**config.mk**
```make
export PLATFORM = sky130hd
export DESIGN_NAME = div_unit
export DESIGN_NICKNAME = d
export VERILOG_FILES = /design/src/rtl/div_unit.sv
export SDC_FILE = /design/constraint.sdc
export NUM_CORES = 1
export LEC_CHECK = 0
export CAP_MARGIN = 5
export CORE_MARGIN = 10
export CORE_UTILIZATION = 40
export CTS_CLUSTER_DIAMETER = 80
export DETAILED_ROUTE_END_ITERATION = 16
export PLACE_DENSITY = 0.62
export SLEW_MARGIN = 20
export SYNTH_ARGS = -nofsm -noshare
export SYNTH_HDL_FRONTEND = slang
export SYNTH_SLANG_ARGS = --single-unit
```
**constraint.sdc**
```tcl
create_clock -name clock -period 7.3 [get_ports clock]
set_clock_uncertainty 0.2 [all_clocks]
set_input_delay 1.095 -clock clock [delete_from_list [all_inputs] [get_ports clock]]
set_output_delay 1.095 -clock clock [all_outputs]
set_load 0.01 [all_outputs]
```
**src/rtl/div_unit.sv**
```systemverilog
// Multi-cycle signed integer divider: restoring division on operand magnitudes, one step per
// clock, with the result signs applied on a registered one-cycle ready strobe.
module div_unit #(
    parameter int WIDTH = 32
) (
    input  logic             clock,
    input  logic             reset_n,
    input  logic             ctrl_DIV,
    input  logic [WIDTH-1:0] dividend,
    input  logic [WIDTH-1:0] divisor,
    output logic [WIDTH-1:0] quotient,
    output logic [WIDTH-1:0] remainder,
    output logic             data_exception,
    output logic             data_resultRDY,
    output logic             busy
);

    localparam int CW = $clog2(WIDTH);
    localparam logic [WIDTH-1:0] ZERO_W   = {WIDTH{1'b0}};
    localparam logic [WIDTH-1:0] ONE_W    = {{(WIDTH-1){1'b0}}, 1'b1};
    localparam logic [CW-1:0]    CNT_ZERO = {CW{1'b0}};
    localparam logic [CW-1:0]    CNT_ONE  = {{(CW-1){1'b0}}, 1'b1};
    localparam logic [CW-1:0]    CNT_LAST = CW'(WIDTH - 1);

    typedef enum logic [1:0] {
        IDLE = 2'd0,
        RUN  = 2'd1,
        DONE = 2'd2
    } state_t;

    state_t          state_r;
    state_t          state_s;
    state_t          start_state_s;
    logic [CW-1:0]   count_r;
    logic [WIDTH-1:0] rem_r;
    logic [WIDTH-1:0] quo_r;
    logic [WIDTH-1:0] div_mag_r;
    logic            sign_a_r;
    logic            sign_b_r;
    logic            dz_r;

    logic            div_zero_s;
    logic [WIDTH:0]  shift_s;
    logic [WIDTH:0]  trial_s;
    logic [WIDTH-1:0] rem_next_s;
    logic [WIDTH-1:0] quo_next_s;
    logic            rdy_s;
    logic [WIDTH-1:0] quo_res_s;
    logic [WIDTH-1:0] rem_res_s;
    logic            exc_s;

    function automatic logic [WIDTH-1:0] negate(input logic [WIDTH-1:0] v);
        return ~v + ONE_W;
    endfunction

    // Unsigned magnitude; the most negative value maps exactly onto 2^(WIDTH-1).
    function automatic logic [WIDTH-1:0] magnitude(input logic [WIDTH-1:0] v);
        return v[WIDTH-1] ? negate(v) : v;
    endfunction

    assign div_zero_s    = (divisor == ZERO_W);
    assign start_state_s = div_zero_s ? DONE : RUN;

    // State register.
    always_ff @(posedge clock or negedge reset_n) begin
        if (!reset_n) begin
            state_r <= IDLE;
        end else begin
            state_r <= state_s;
        end
    end

    // Next-state logic; a start strobe restarts from any state.
    always_comb begin
        state_s = state_r;
        if (ctrl_DIV) begin
            state_s = start_state_s;
        end else begin
            case (state_r)
                IDLE:    state_s = IDLE;
                RUN:     state_s = (count_r == CNT_LAST) ? DONE : RUN;
                DONE:    state_s = IDLE;
                default: state_s = IDLE;
            endcase
        end
    end

    // One restoring step: shift {R,Q}, trial-subtract at WIDTH+1 bits, keep R if negative.
    always_comb begin
        shift_s = {rem_r, quo_r[WIDTH-1]};
        trial_s = shift_s - {1'b0, div_mag_r};
        if (!trial_s[WIDTH]) begin
            rem_next_s = trial_s[WIDTH-1:0];
        end else begin
            rem_next_s = shift_s[WIDTH-1:0];
        end
        quo_next_s = {quo_r[WIDTH-2:0], ~trial_s[WIDTH]};
    end

    // Work registers: operand capture on start, one division step per RUN cycle.
    always_ff @(posedge clock or negedge reset_n) begin
        if (!reset_n) begin
            count_r   <= CNT_ZERO;
            rem_r     <= ZERO_W;
            quo_r     <= ZERO_W;
            div_mag_r <= ZERO_W;
            sign_a_r  <= 1'b0;
            sign_b_r  <= 1'b0;
            dz_r      <= 1'b0;
        end else if (ctrl_DIV) begin
            count_r <= CNT_ZERO;
            rem_r   <= ZERO_W;
            if (div_zero_s) begin
                quo_r     <= ZERO_W;
                div_mag_r <= ZERO_W;
                sign_a_r  <= 1'b0;
                sign_b_r  <= 1'b0;
                dz_r      <= 1'b1;
            end else begin
                quo_r     <= magnitude(dividend);
                div_mag_r <= magnitude(divisor);
                sign_a_r  <= dividend[WIDTH-1];
                sign_b_r  <= divisor[WIDTH-1];
                dz_r      <= 1'b0;
            end
        end else if (state_r == RUN) begin
            count_r <= count_r + CNT_ONE;
            rem_r   <= rem_next_s;
            quo_r   <= quo_next_s;
        end
    end

    // Output decode: signed results are formed from the magnitudes while in DONE.
    always_comb begin
        rdy_s     = (state_r == DONE);
        exc_s     = dz_r;
        quo_res_s = (sign_a_r ^ sign_b_r) ? negate(quo_r) : quo_r;
        rem_res_s = sign_a_r ? negate(rem_r) : rem_r;
    end

    // Output registers: results load on the DONE cycle and hold until the next one.
    always_ff @(posedge clock or negedge reset_n) begin
        if (!reset_n) begin
            quotient       <= ZERO_W;
            remainder      <= ZERO_W;
            data_exception <= 1'b0;
            data_resultRDY <= 1'b0;
            busy           <= 1'b0;
        end else begin
            data_resultRDY <= rdy_s;
            busy           <= (state_s != IDLE);
            if (rdy_s) begin
                quotient       <= quo_res_s;
                remainder      <= rem_res_s;
                data_exception <= exc_s;
            end
        end
    end

endmodule

```
==> flow_summary.toml, run 1 <==
[run_status]
run_status = "finished, final reports clean"

[place]
numPortBuffers = 133
place_ws_ps = 1826
gp_congestion = 0.9447
dpl.hpwl_um = 22930
place_area_um2 = 12970

[sta]
fin_ws_ps = 2314
tns_ps = 0
finalCritPeriodShare_pct = 68.30
setup_viol = 0
slew_headroom_pct = 39.28
min_period_ps = 4986
slew_violations = 0
tightest_slew_ps = 905.2
rsz0062_at_grt = "false"
fmax_mhz = 200.6
finalHoldViolations = 0

[clock_network]
cts_tree = "yes"
insertion_delay_ps = 430
cts_resized = 0
clkTransAtPathRegs_ps = 80
clock_path_buffers = 2
cts_setup_buffers = 0
cts_inserted_buffers = 17
htree_levels = 4
root_buffer = "clkbuf_16"
cts.sink_count = 173
hold_buffers = 0

[hold_path]
min_path_type = "reg -> reg"
min_from = "quotient[15]"

[setup_path]
crit_chain = "clkdlybuf4s50_1 -> or4_1 -> or3_1 -> or4_1 -> nor4_1 -> nand2_1 -> nor4_2 -> nand2b_2 -> buf_4 -> o221ai_1 -> o21a_1"
critPathLaunchType = "primary input"
startpoint = "divisor[10]"
worst_ep_arrival_time_ps = 5110
worst-endpoint-required_ps = 7420
crit_top_cell = "or4_1"
path_class = "in -> reg"
slowest_delay_ps = 640
regToRegStartpoint = "quo_r[31]"
crit_fanout = 30
worst_setup_path_end_kind = "flip-flop"
cp_slowest_cell = "nand2b_2"

[floorplan]
core-area_um2 = 27860
die_h_um = 188.4
rows = 61
dieArea_um2 = 35490
die_x_um = 188.4
io_pins = 134
start_util_pct = 40.71

[global_route]
gr-total-overflow = 0
use_met3_pct = 3.176
met1_usage_pct = 25.41
grtUsageMet2_pct = 26.08
grt_pass1_wl_um = 51070
antenna_found_initial = 1
grt_max_degree = 97
busiest_layer = "met2"
grt_usage_pct = 17.37
grt_pass1_vias = 9429

[drt]
drt_wl_total_um = 31090
drtAntennaViolNets = 0
vias = 9810
drt-initial-drc-count = 775
viasPerCell = 5.477
drcViolationCount = 0
wl_per_cell_um = 17.36
dr.pass1.iters = 5

[power]
p_total_mw = 4.112
power_density_nw_per_um2 = 303.6
ir_worst_vdd_v = 0.0002412
leakagePower_nw = 5.865

[cells_and_area]
antenna_cells = 0
fin_area_um2 = 13540
syn_to_final_growth_pct = 19.40
post-route-util_pct = 48.61
nets = 1506
drive_gt1_share_pct = 4.742

[yosys]
syn_area_um2 = 11340
synthFlopType = "dfrtp_1"
avgSynthCellArea_um2 = 8.665
synth_edf_count = 0
synthDistinctLibCells = 68
ys_async_sr_fraction_pct = 100.0
syn-num-nets = 1415
yosysWarnings = 0
synth-seq-cells = 173
ys_seq_area_share_pct = 38.17
syn_inst = 1309

[job]
maxCapViolCount = 0
per-layer routing:
layer	part of all wire, %	vias to the layer above
met5	0.032	-
met1	50	4656
met3	5.4	18
li1	-	4890
met2	43	244
met4	0.91	2
stage by stage:
stage / hold WS [ps] / std cells
after floorplan: 239.7 / 1309
after global placement: 258.7 / 1759
after detailed placement: 261.5 / 1759
after CTS: 281.9 / 1791
after global routing: 300.5 / 1791
final: 277.7 / 1791
cells in the final DEF (no fill, tap or decap), drive strengths merged, types with 14 or more instances in the layout:
| master | n |
|---|---|
| nand3 | 16 |
| dfrtp | 173 |
| or3 | 16 |
| clkdlybuf4s50 | 131 |
| inv | 63 |
| o22ai | 55 |
| a21oi | 66 |
| nor2 | 109 |
| ha | 38 |
| o21ai | 128 |
| nor4 | 15 |
| a211oi | 25 |
| nand2 | 137 |
| nor3 | 19 |
| clkbuf | 18 |
| or4 | 18 |
| mux2i | 25 |
| xor2 | 100 |
| buf | 14 |
| o31ai | 31 |
| xnor2 | 47 |
| o21a | 31 |
worst max-delay path, delay by kind of cell:
kind	cells	cell delay, ps
AOI/OAI and AO/OA	2	330
buffers and inverters	2	910
and+or+nand+nor	7	2730
area by class of cell:
type,instances,area (µm²)
Inverter,58,217.7
Timing Repair Buffer,145,1424
Clock inverter,14,127.6
Multi-Input combinational cell,1005,6533
Clock buffer,18,439.2
Sequential cell,173,4329
Fill cell,2695,14320
Tap cell,378,473.0
Yosys cell counts, types with 16 or more instances:
library cell,n,area (µm²)
o31ai_1,30,225.2
a211oi_1,25,187.7
xnor2_1,47,411.6
a21oi_1,66,330.3
clkbuf_1,57,214.0
nand2_1,137,514.2
nor2_1,109,409.1
o21a_1,31,232.7
o22ai_1,55,344.1
ha_1,38,475.5
mux2i_1,25,250.2
xor2_1,100,875.8
inv_1,56,210.2
dfrtp_1,173,4329
nor3_1,19,95.09
o21ai_0,126,630.6
nand3_1,16,80.08
where the power goes:
part	leakage [nW]	internal [mW]	total [mW]	switching, mW
Clock	0.271	0.458	0.883	0.424
Combinational	3.37	0.835	1.91	1.07
Sequential	2.22	1.10	1.32	0.222
registers in the layout, indices dropped and copies added (netlist names):
signal          flops
div_mag_r          32
count_r             5
busy                1
quotient           32
data_exception      1
rem_r              32
data_resultRDY      1
remainder          32
state_r             2
sign_a_r            1
quo_r              32
sign_b_r            1
dz_r                1
kinds of logic after synthesis:
group | synth area share (%)
compound gates | 22.93
xor+xnor | 11.35
fa+ha+maj | 4.368
buf+inv | 4.611
flops | 38.17
mux | 2.306
simple gates | 16.26
final timing paths:
| path | to | slack (ps) | cells after the start |
|---|---|---|---|
| min reg2reg | quotient[15] | 280 | 2 |
| max | quo_r[17] | 2310 | 11 |
| min | quotient[15] | 280 | 2 |
| min in group asynchronous | remainder[4] | 530 | 1 |
| max reg2reg | rem_r[21] | 3230 | 13 |
| max in group asynchronous | rem_r[30] | 5160 | 2 |
Power figures use the tool's default switching activity.
==> inputs of run 2 (changes only) <==
Clock period 7.3 ns to 4.9 ns, I/O delays scaled along.
==> run 2 against run 1 <==
Against the previous run:
- combinational power grew 49%
- clock power grew 52%
- worst hold slack worse by 60 ps
- routed wire length up 0.98%
- critical path depth is 2 higher
- final cell count grew 0.11%
- global-route usage is 0.11 points higher
- count of clock-buffer cells in the layout increased by 3
- die area did not move
- final area up 0.24%
- core utilization increased by 0.12 points
- setup slack worse by 1500 ps
- critical path type is now reg -> reg
==> flow_summary.toml, run 2 (same netlist as run 1, synthesis figures left out) <==
[clock_network]
cts_tree = "yes"
hold_buffers = 0
cts_setup_buffers = 0
clock_path_buffers = 2
clkTransAtPathRegs_ps = 70
insertion_delay_ps = 440
cts_inserted_buffers = 17
cts_resized = 0
cts.sink_count = 173
htree_levels = 4
root_buffer = "clkbuf_16"

[sta]
hold_ws_ps = 217.5
setup_viol = 0
slew_violations = 0
finalCritPeriodShare_pct = 84.36
tightest_slew_ps = 1086
finalHoldViolations = 0
rsz0062_at_grt = "false"
tns_ps = 0
fmax_mhz = 241.9
min_period_ps = 4133
slew_headroom_pct = 27.33

[setup_path]
worst_ep_arrival_time_ps = 4250
worst-endpoint-required_ps = 5010
worst_setup_path_end_kind = "flip-flop"
cp_slowest_cell = "buf_4"
cp_num_buf_inv = 2
critPathLaunchType = "flip-flop"
crit_chain = "inv_1 -> ha_1 -> fa_1 -> nor2b_1 -> o2111ai_1 -> nand3_1 -> a211oi_1 -> nor2b_1 -> o21ai_1 -> a311oi_4 -> buf_4 -> mux2i_1 -> a211oi_1"
crit_fanout = 42
slowest_delay_ps = 520
worst_path_dominant_cell_family = "compound AO/OA/AOI/OAI gates"
path_class = "reg -> reg"

[floorplan]
die_x_um = 188.4
rows = 61
io_pins = 134
core-area_um2 = 27860
die_h_um = 188.4
dieArea_um2 = 35490
start_util_pct = 40.71

[global_route]
antenna_found_initial = 0
grt_pass1_wl_um = 50980
gr-total-overflow = 0
grt_pass1_vias = 9335
grt_max_degree = 101
grt_usage_pct = 17.48

[power]
p_total_mw = 6.148
power_density_nw_per_um2 = 452.9
leakagePower_nw = 5.881
ir_worst_vdd_v = 0.0003189

[place]
dp_cells = 1761
gp_congestion = 0.8837
place_area_um2 = 13010
dpl.hpwl_um = 23170
numPortBuffers = 133

[cells_and_area]
nets = 1508
mostFrequentLayoutCells = "dfrtp_1, nand2_1, clkdlybuf4s50_1, o21ai_0, nor2_1"
syn_to_final_growth_pct = 19.69
drive_gt1_share_pct = 4.664
fillers = 2684
layout_commonest_cell = "dfrtp_1"
fin_area_um2 = 13580
layout.cells.non_filler = 1793
antenna_cells = 0

[drt]
viasPerCell = 5.453
drtAntennaViolNets = 0
drt-initial-drc-count = 559
drt_wl_total_um = 31400
vias = 9778
drcViolationCount = 0
dr.pass1.iters = 5
wl_per_cell_um = 17.51

[job]
maxCapViolCount = 0

[hold_path]
min_path_type = "in -> async"

[run_status]
run_status = "finished, final reports clean"
run 2: cell count changes in the layout (fill, tap and decap cells not counted), sizes merged:
| cell | change |
|---|---|
| bufinv | +1 |
| buf | +2 |
| clkinv | +1 |
| inv | -5 |
| clkbuf | +3 |
run 2: worst register-to-register path, stage by stage (launching register included):
cell and delay (ps):
dfrtp_1 430, inv_1 120, ha_1 240, fa_1 400, nor2b_1 190, o2111ai_1 200
nand3_1 180, a211oi_1 90, nor2b_1 400, o21ai_1 230, a311oi_4 280, buf_4 520
mux2i_1 180, a211oi_1 350
run 2: cell type report:
| cell class | instances | area [µm²] | area share, % |
|---|---|---|---|
| tap | 378 | 473.0 | 3.484 |
| clock inverter | 11 | 110.1 | 0.8111 |
| inverter | 58 | 217.7 | 1.604 |
| sequential | 173 | 4329 | 31.89 |
| multi-input combinational | 1005 | 6525 | 48.06 |
| clock buffer | 21 | 460.4 | 3.392 |
| timing repair buffer | 147 | 1460 | 10.76 |
run 2: final timing paths:
kind,start,to,slack (ps),cells after the start
min in group clock,dz_r,data_exception,270,2
worst max-delay path,quo_r[31],rem_r[9],770,13
worst min register to register,dz_r,data_exception,270,2
max in group asynchronous,reset_n,count_r[2],3350,2
worst min-delay path,reset_n,remainder[0],220,1
worst max register to register,quo_r[31],rem_r[9],770,13
run 2: per-layer routing:
metal	part of all wire, %	wire length [µm]	track usage, %
met4	1.5	472	4.274
met3	4.6	1430	2.936
met1	51	15920	25.13
met5	0	0	0
met2	43	13570	26.69
run 2: power by group:
group          switching (mW)  internal (mW)
Clock                   0.608          0.732
Combinational            1.59           1.25
Sequential              0.329           1.64
run 2: metrics by stage:
stage	util [%]	setup WS, ps
final	48.73	766.5
after global routing	48.73	491.6
after CTS	48.73	756.6
after detailed placement	46.68	387.8
after global placement	46.68	483.6
after floorplan	-	1320
